## src/rtl/game_pkg.sv

```systemverilog
// Shared types for the level/game sequencer: state encoding and the
// message codes shown by the overlay.
package game_pkg;

    typedef enum logic [3:0] {
        PRE_GAME   = 4'd0,
        PLAY       = 4'd1,
        LOST_LIFE  = 4'd2,
        RESPAWN    = 4'd3,
        GAIN_LIFE  = 4'd4,
        LEVEL_DONE = 4'd5,
        PAUSED     = 4'd6,
        WIN        = 4'd7,
        LOSE       = 4'd8
    } game_state_e;

    localparam logic [2:0] MSG_START = 3'd0;
    localparam logic [2:0] MSG_WIN   = 3'd1;
    localparam logic [2:0] MSG_LOSE  = 3'd2;
    localparam logic [2:0] MSG_LEVEL = 3'd3;
    localparam logic [2:0] MSG_PAUSE = 3'd4;

endpackage

```

## src/rtl/rise_detect.sv

```systemverilog
// Rising-edge detector: one-cycle pulse on the first cycle a level goes high.
module rise_detect (
    input  logic clk,
    input  logic resetN,
    input  logic in,
    output logic pulse
);

    logic prev_q;

    // Remember last cycle's level so a held input yields a single pulse.
    always_ff @(posedge clk or negedge resetN) begin
        if (!resetN) prev_q <= 1'b0;
        else         prev_q <= in;
    end

    assign pulse = in & ~prev_q;

endmodule

```

## src/rtl/level_game_control.sv

```systemverilog
// Game-flow sequencer: tracks lives and level and decodes the start/message
// controls from the current state.
// Optional pause feature: define PAUSE_GAME_EN to let a space edge in PLAY
// freeze the game until the next space edge.
//
// state      | meaning
// PRE_GAME   | start screen, waiting for space
// PLAY       | character and bubbles live
// LOST_LIFE  | hit taken, waiting for timer (or game over at 0 lives)
// RESPAWN    | waiting for timer before resuming play
// GAIN_LIFE  | bonus picked up, life credited on timer
// LEVEL_DONE | level-up message, level advanced on timer
// PAUSED     | game frozen, pause message shown
// WIN        | last level cleared, waiting for space
// LOSE       | out of lives, waiting for space
module level_game_control
    import game_pkg::*;
#(
    parameter  int LIVES_W    = 4,
    parameter  int INIT_LIVES = 3,
    parameter  int MAX_LIVES  = 9,
    parameter  int NUM_LEVELS = 4,
    localparam int LEVEL_W    = (NUM_LEVELS > 1) ? $clog2(NUM_LEVELS) : 1
) (
    input  logic               clk,
    input  logic               resetN,
    input  logic               charHit,
    input  logic               counter,
    input  logic               level_clear,
    input  logic               space_press,
    input  logic               gotLife,
    output logic               bubbleStart,
    output logic               charStart,
    output logic [LIVES_W-1:0] lives,
    output logic [LEVEL_W-1:0] level,
    output logic               displayMessage,
    output logic [2:0]         message,
    output logic               gameover
);

    localparam logic [LIVES_W-1:0] LIVES_INIT = LIVES_W'(INIT_LIVES);
    localparam logic [LIVES_W-1:0] LIVES_MAX  = LIVES_W'(MAX_LIVES);
    localparam logic [LEVEL_W-1:0] LAST_LEVEL = LEVEL_W'(NUM_LEVELS - 1);

    game_state_e        state_q, state_d;
    logic [LIVES_W-1:0] lives_q, lives_d;
    logic [LEVEL_W-1:0] level_q, level_d;
    logic               space_edge;

    rise_detect u_space_edge (
        .clk    (clk),
        .resetN (resetN),
        .in     (space_press),
        .pulse  (space_edge)
    );

    // State, lives and level registers; reset discards all game progress.
    always_ff @(posedge clk or negedge resetN) begin
        if (!resetN) begin
            state_q <= PRE_GAME;
            lives_q <= LIVES_INIT;
            level_q <= '0;
        end else begin
            state_q <= state_d;
            lives_q <= lives_d;
            level_q <= level_d;
        end
    end

    // Next-state logic; lives/level only move on the transitions that own them.
    always_comb begin
        state_d = state_q;
        lives_d = lives_q;
        level_d = level_q;
        case (state_q)
            PRE_GAME: begin
                if (space_edge) state_d = PLAY;
            end
            PLAY: begin
                if (charHit) begin
                    state_d = LOST_LIFE;
                    if (lives_q != '0) lives_d = lives_q - 1'b1;
                end else if (level_clear) begin
                    state_d = (level_q == LAST_LEVEL) ? WIN : LEVEL_DONE;
                end else if (gotLife) begin
                    state_d = GAIN_LIFE;
                end
`ifdef PAUSE_GAME_EN
                else if (space_edge) begin
                    state_d = PAUSED;
                end
`endif
            end
            LOST_LIFE: begin
                // Game over takes precedence over the respawn timer.
                if (lives_q == '0)  state_d = LOSE;
                else if (counter)   state_d = RESPAWN;
            end
            RESPAWN: begin
                if (counter) state_d = PLAY;
            end
            GAIN_LIFE: begin
                if (counter) begin
                    state_d = PLAY;
                    if (lives_q < LIVES_MAX) lives_d = lives_q + 1'b1;
                end
            end
            LEVEL_DONE: begin
                if (counter) begin
                    state_d = PLAY;
                    if (level_q < LAST_LEVEL) level_d = level_q + 1'b1;
                end
            end
`ifdef PAUSE_GAME_EN
            PAUSED: begin
                if (space_edge) state_d = PLAY;
            end
`endif
            WIN, LOSE: begin
                if (space_edge) begin
                    state_d = PRE_GAME;
                    lives_d = LIVES_INIT;
                    level_d = '0;
                end
            end
            default: state_d = PRE_GAME;
        endcase
    end

    // Moore decode of the display and movement controls.
    always_comb begin
        bubbleStart    = 1'b0;
        charStart      = 1'b0;
        displayMessage = 1'b0;
        message        = MSG_START;
        gameover       = 1'b0;
        case (state_q)
            PRE_GAME: begin
                bubbleStart    = 1'b1;
                displayMessage = 1'b1;
                message        = MSG_START;
            end
            PLAY, GAIN_LIFE: begin
                charStart = 1'b1;
            end
            LEVEL_DONE: begin
                bubbleStart    = 1'b1;
                displayMessage = 1'b1;
                message        = MSG_LEVEL;
            end
            PAUSED: begin
                displayMessage = 1'b1;
                message        = MSG_PAUSE;
            end
            WIN: begin
                displayMessage = 1'b1;
                message        = MSG_WIN;
            end
            LOSE: begin
                displayMessage = 1'b1;
                message        = MSG_LOSE;
                gameover       = 1'b1;
            end
            default: ;
        endcase
    end

    assign lives = lives_q;
    assign level = level_q;

endmodule

```

## config.mk

```make
export PLATFORM = sky130hd
export DESIGN_NAME = level_game_control
export DESIGN_NICKNAME = d
export VERILOG_FILES = /design/src/rtl/game_pkg.sv /design/src/rtl/rise_detect.sv /design/src/rtl/level_game_control.sv
export SDC_FILE = /design/constraint.sdc
export NUM_CORES = 1
export LEC_CHECK = 0
export ABC_AREA = 1
export ABC_CLOCK_PERIOD_IN_PS = 2200
export CELL_PAD_IN_SITES_DETAIL_PLACEMENT = 1
export CELL_PAD_IN_SITES_GLOBAL_PLACEMENT = 1
export CORE_MARGIN = 2
export CORE_UTILIZATION = 36
export CTS_BUF_LIST = sky130_fd_sc_hd__clkbuf_8
export DETAILED_ROUTE_END_ITERATION = 7
export PLACE_DENSITY_LB_ADDON = 0.1
export SYNTH_ARGS = -nofsm -noshare
export SYNTH_HDL_FRONTEND = slang
export SYNTH_SLANG_ARGS = --single-unit
```

## constraint.sdc

```tcl
create_clock -name clk -period 2.2 [get_ports clk]
set_clock_uncertainty 0.2 [all_clocks]
set_input_delay 0.44 -clock clk [delete_from_list [all_inputs] [get_ports clk]]
set_output_delay 0.44 -clock clk [all_outputs]
set_load 0.02 [all_outputs]
```

==> impl_metrics.ini <==
[clock_tree]
cts_buffers = 3
clk_latency_ps = 240
clkSinkCount = 11
cts_root_buf = clkbuf_8
htreeDepth = 1
cts_setup_buffers = 0
cts_tree = yes
cts_buffer_depth = 2
clk_pin_slew_ps = 50
ctsHoldBuffers = 0

[setup_path]
crit_fanout = 5
crit_type = reg -> out
required_ps = 1560
cp_cell_sequence = inv_1, nor2_4, nand2_1, nand2_4, or3_1, buf_4
cp.arrival_ps = 1520
regToRegSetupSlack_ps = 170
slowest_stage = dfrtp_2
rr_worst_depth = 11
worstReg2RegEnd = lives[3]$_DFFE_PN0P_
r2r-start = state_q[1]$_DFFE_PN0P_
endpoint_kind = output port
cpPeakStageDelay_ps = 430
start_kind = flip-flop

[sta]
drv_slew = 0
hold_viol_final = 0
whs_ps = 317.1
min_period_over_period_pct = 98.09
slew_headroom_pct = 63.21
fin_ws_ps = 42.05
tightest_slew_ps = 550.1
post-route-min-period_ps = 2158
setup_viol = 0
fmax_mhz = 463.4
rsz0062_at_grt = true

[pwr]
ir_worst_vdd_mv = 0.8000
power.share.combinational_pct = 69.4
power.leakage_nw = 0.7020
pwr-share-seq_pct = 20.5
pwr_density_cell_nw_per_um2 = 1563
p_sw_mw = 0.9912
clkPwrFrac_pct = 10.0
power_switching_share_pct = 48.31
internal_power_mw = 1.060

[global_routing]
grt.busiest_layer = met2
grtUsageMet3_pct = 2.778
overflow = 0
track_usage_pct = 23.30
antenna_found_initial = 0
grt_pass1_wl_mm = 4.719
grt_use_met1_pct = 27.24
grt_pass1_vias = 1061
grt_max_degree = 12
met2_usage_pct = 43.00

[synth]
synthArstFlopShare_pct = 100.0
ys.warnings.count = 0
synth_seq_area_share_pct = 31.31
netlist_instances = 131
yosysTopAreaCellShare_pct = 25.39
yosys.area.top_type = dfrtp_1
yosys-top-cells-count = nand2_1 (43), inv_1 (17), nor2_1 (11), dfrtp_1 (9), nand2_2 (8)
synthFlopType = dfrtp_1
syn_avg_cell_area_um2 = 6.772
synth_area_um2 = 887.1
synth_seq_cells = 11
yosysMostFrequentCell = nand2_1
synth_edf_count = 0
synth.distinct_cells = 26
synth_nets = 141
synth_top_cells_by_area = dfrtp_1 (25%), nand2_1 (18%), inv_1 (7.2%)

[die]
die_width_um = 53.64
die_h_um = 53.64
die_area_um2 = 2877
fp.coreArea_um2 = 2276
ios = 20
initial_core_util_pct = 38.98
fp-row-count = 17

[placement]
port_buffers = 19
preCtsSetupSlack_ps = -135.3
dp.cells = 196
place_congestion = 0.8265
dp_hpwl_mm = 2.220
post_dp_cell_area_um2 = 1247

[final_layout]
diodes = 0
design_area_um2 = 1313
final_core_util_pct = 57.67
fin_nets = 183
fin_cells = 200
fill_cells = 296
syn_to_final_growth_pct = 47.95
drive_gt1_share_pct = 33.72

[routing]
routed_wirelength_mm = 2.802
routed_via_density = 5.035
drc = 0
drt_iter0_drc = 12
dr.pass1.iters = 4
drtAntennaViolNets = 0
num_vias = 1007
wl_per_cell_um = 14.01

[min_path]
hp-class = reg -> reg
min-delay-start = level[1]$_DFFE_PN0P_
hold_depth = 2
holdPathEnd = level[1]$_DFFE_PN0P_

[run_status]
status = finished clean

[run]
cap_violations = 0
final cells by class:
class | count | area, µm² | share of cell area (%)
clock buffer | 3 | 41.29 | 3.146
sequential | 11 | 282.8 | 21.54
clock inverter | 1 | 3.754 | 0.2860
inverter | 19 | 71.32 | 5.434
timing repair buffer | 37 | 314.1 | 23.93
tap | 28 | 35.03 | 2.669
multi-input combinational | 101 | 564.3 | 42.99
worst max-delay path: cells and delay by family, from the launching register on:
family | cells | cell delay (ps)
buf+inv | 2 | 280
flops | 1 | 430
simple gates | 4 | 570
placed cells by master, fill, tap and decap left out, types with 5 or more instances in the layout:
master and instances:
clkdlybuf4s50_1 12, dfrtp_1 5, nor2_1 8, inv_1 17
nand2_2 9, nor2_2 7, nand2_1 42, buf_4 19
routing by layer:
metal  share of wire [%]  up-vias
li1                    -      498
met4                 1.9        0
met3                 2.9        8
met1                  43      479
met5                   0        -
met2                  52       22
flip-flops by register name, indices dropped and copies added (netlist names):
| name | cells |
|---|---|
| lives | 4 |
| u_space_edge.prev_q | 1 |
| state_q | 4 |
| level | 2 |
power groups by stage:
stage | sequential, mW | clock (mW) | combinational (mW)
global route | 0.437 | 0.217 | 1.59
detailed placement | 0.408 | 0 | 1.41
CTS | 0.407 | 0.213 | 1.38
global placement | 0.402 | 0 | 1.35
floorplan | 0.453 | 0 | 0.758
finish | 0.421 | 0.206 | 1.42
cell families after synthesis:
family | after synthesis | synth area share (%)
and+or+nand+nor | 86 | 48.09
buffers and inverters | 19 | 8.040
xor gates and xnor gates | 1 | 0.9875
adders and majority gates | 3 | 4.232
AOI/OAI and AO/OA | 11 | 7.334
DFF | 11 | 31.31
worst max-delay path by stage:
stage                                 from        endpoint  slack [ps]  cells after the start
floorplan           state_q[1]$_DFFE_PN0P_  displayMessage         190                      3
finish              state_q[2]$_DFFE_PN0P_  displayMessage          40                      6
CTS                 state_q[0]$_DFFE_PN0P_  displayMessage          10                      7
global placement    state_q[0]$_DFFE_PN0P_  displayMessage         -40                      7
global route        state_q[0]$_DFFE_PN0P_  displayMessage         -20                      7
detailed placement  state_q[3]$_DFFE_PN0P_  displayMessage        -140                      7
what timing repair did:
action / in CTS / in global routing
gates resized for setup: 14 / 12
setup endpoints to repair: 7 / 8
pin swaps: 0 / 0
stage by stage:
stage                     TNS [ps]  total power, mW
after floorplan                  0            1.211
after global placement      -39.19            1.752
after detailed placement    -178.2            1.816
after CTS                        0            2.005
after global routing        -15.81            2.240
final                            0            2.052
No activity file was read; power rests on OpenSTA's default activity.
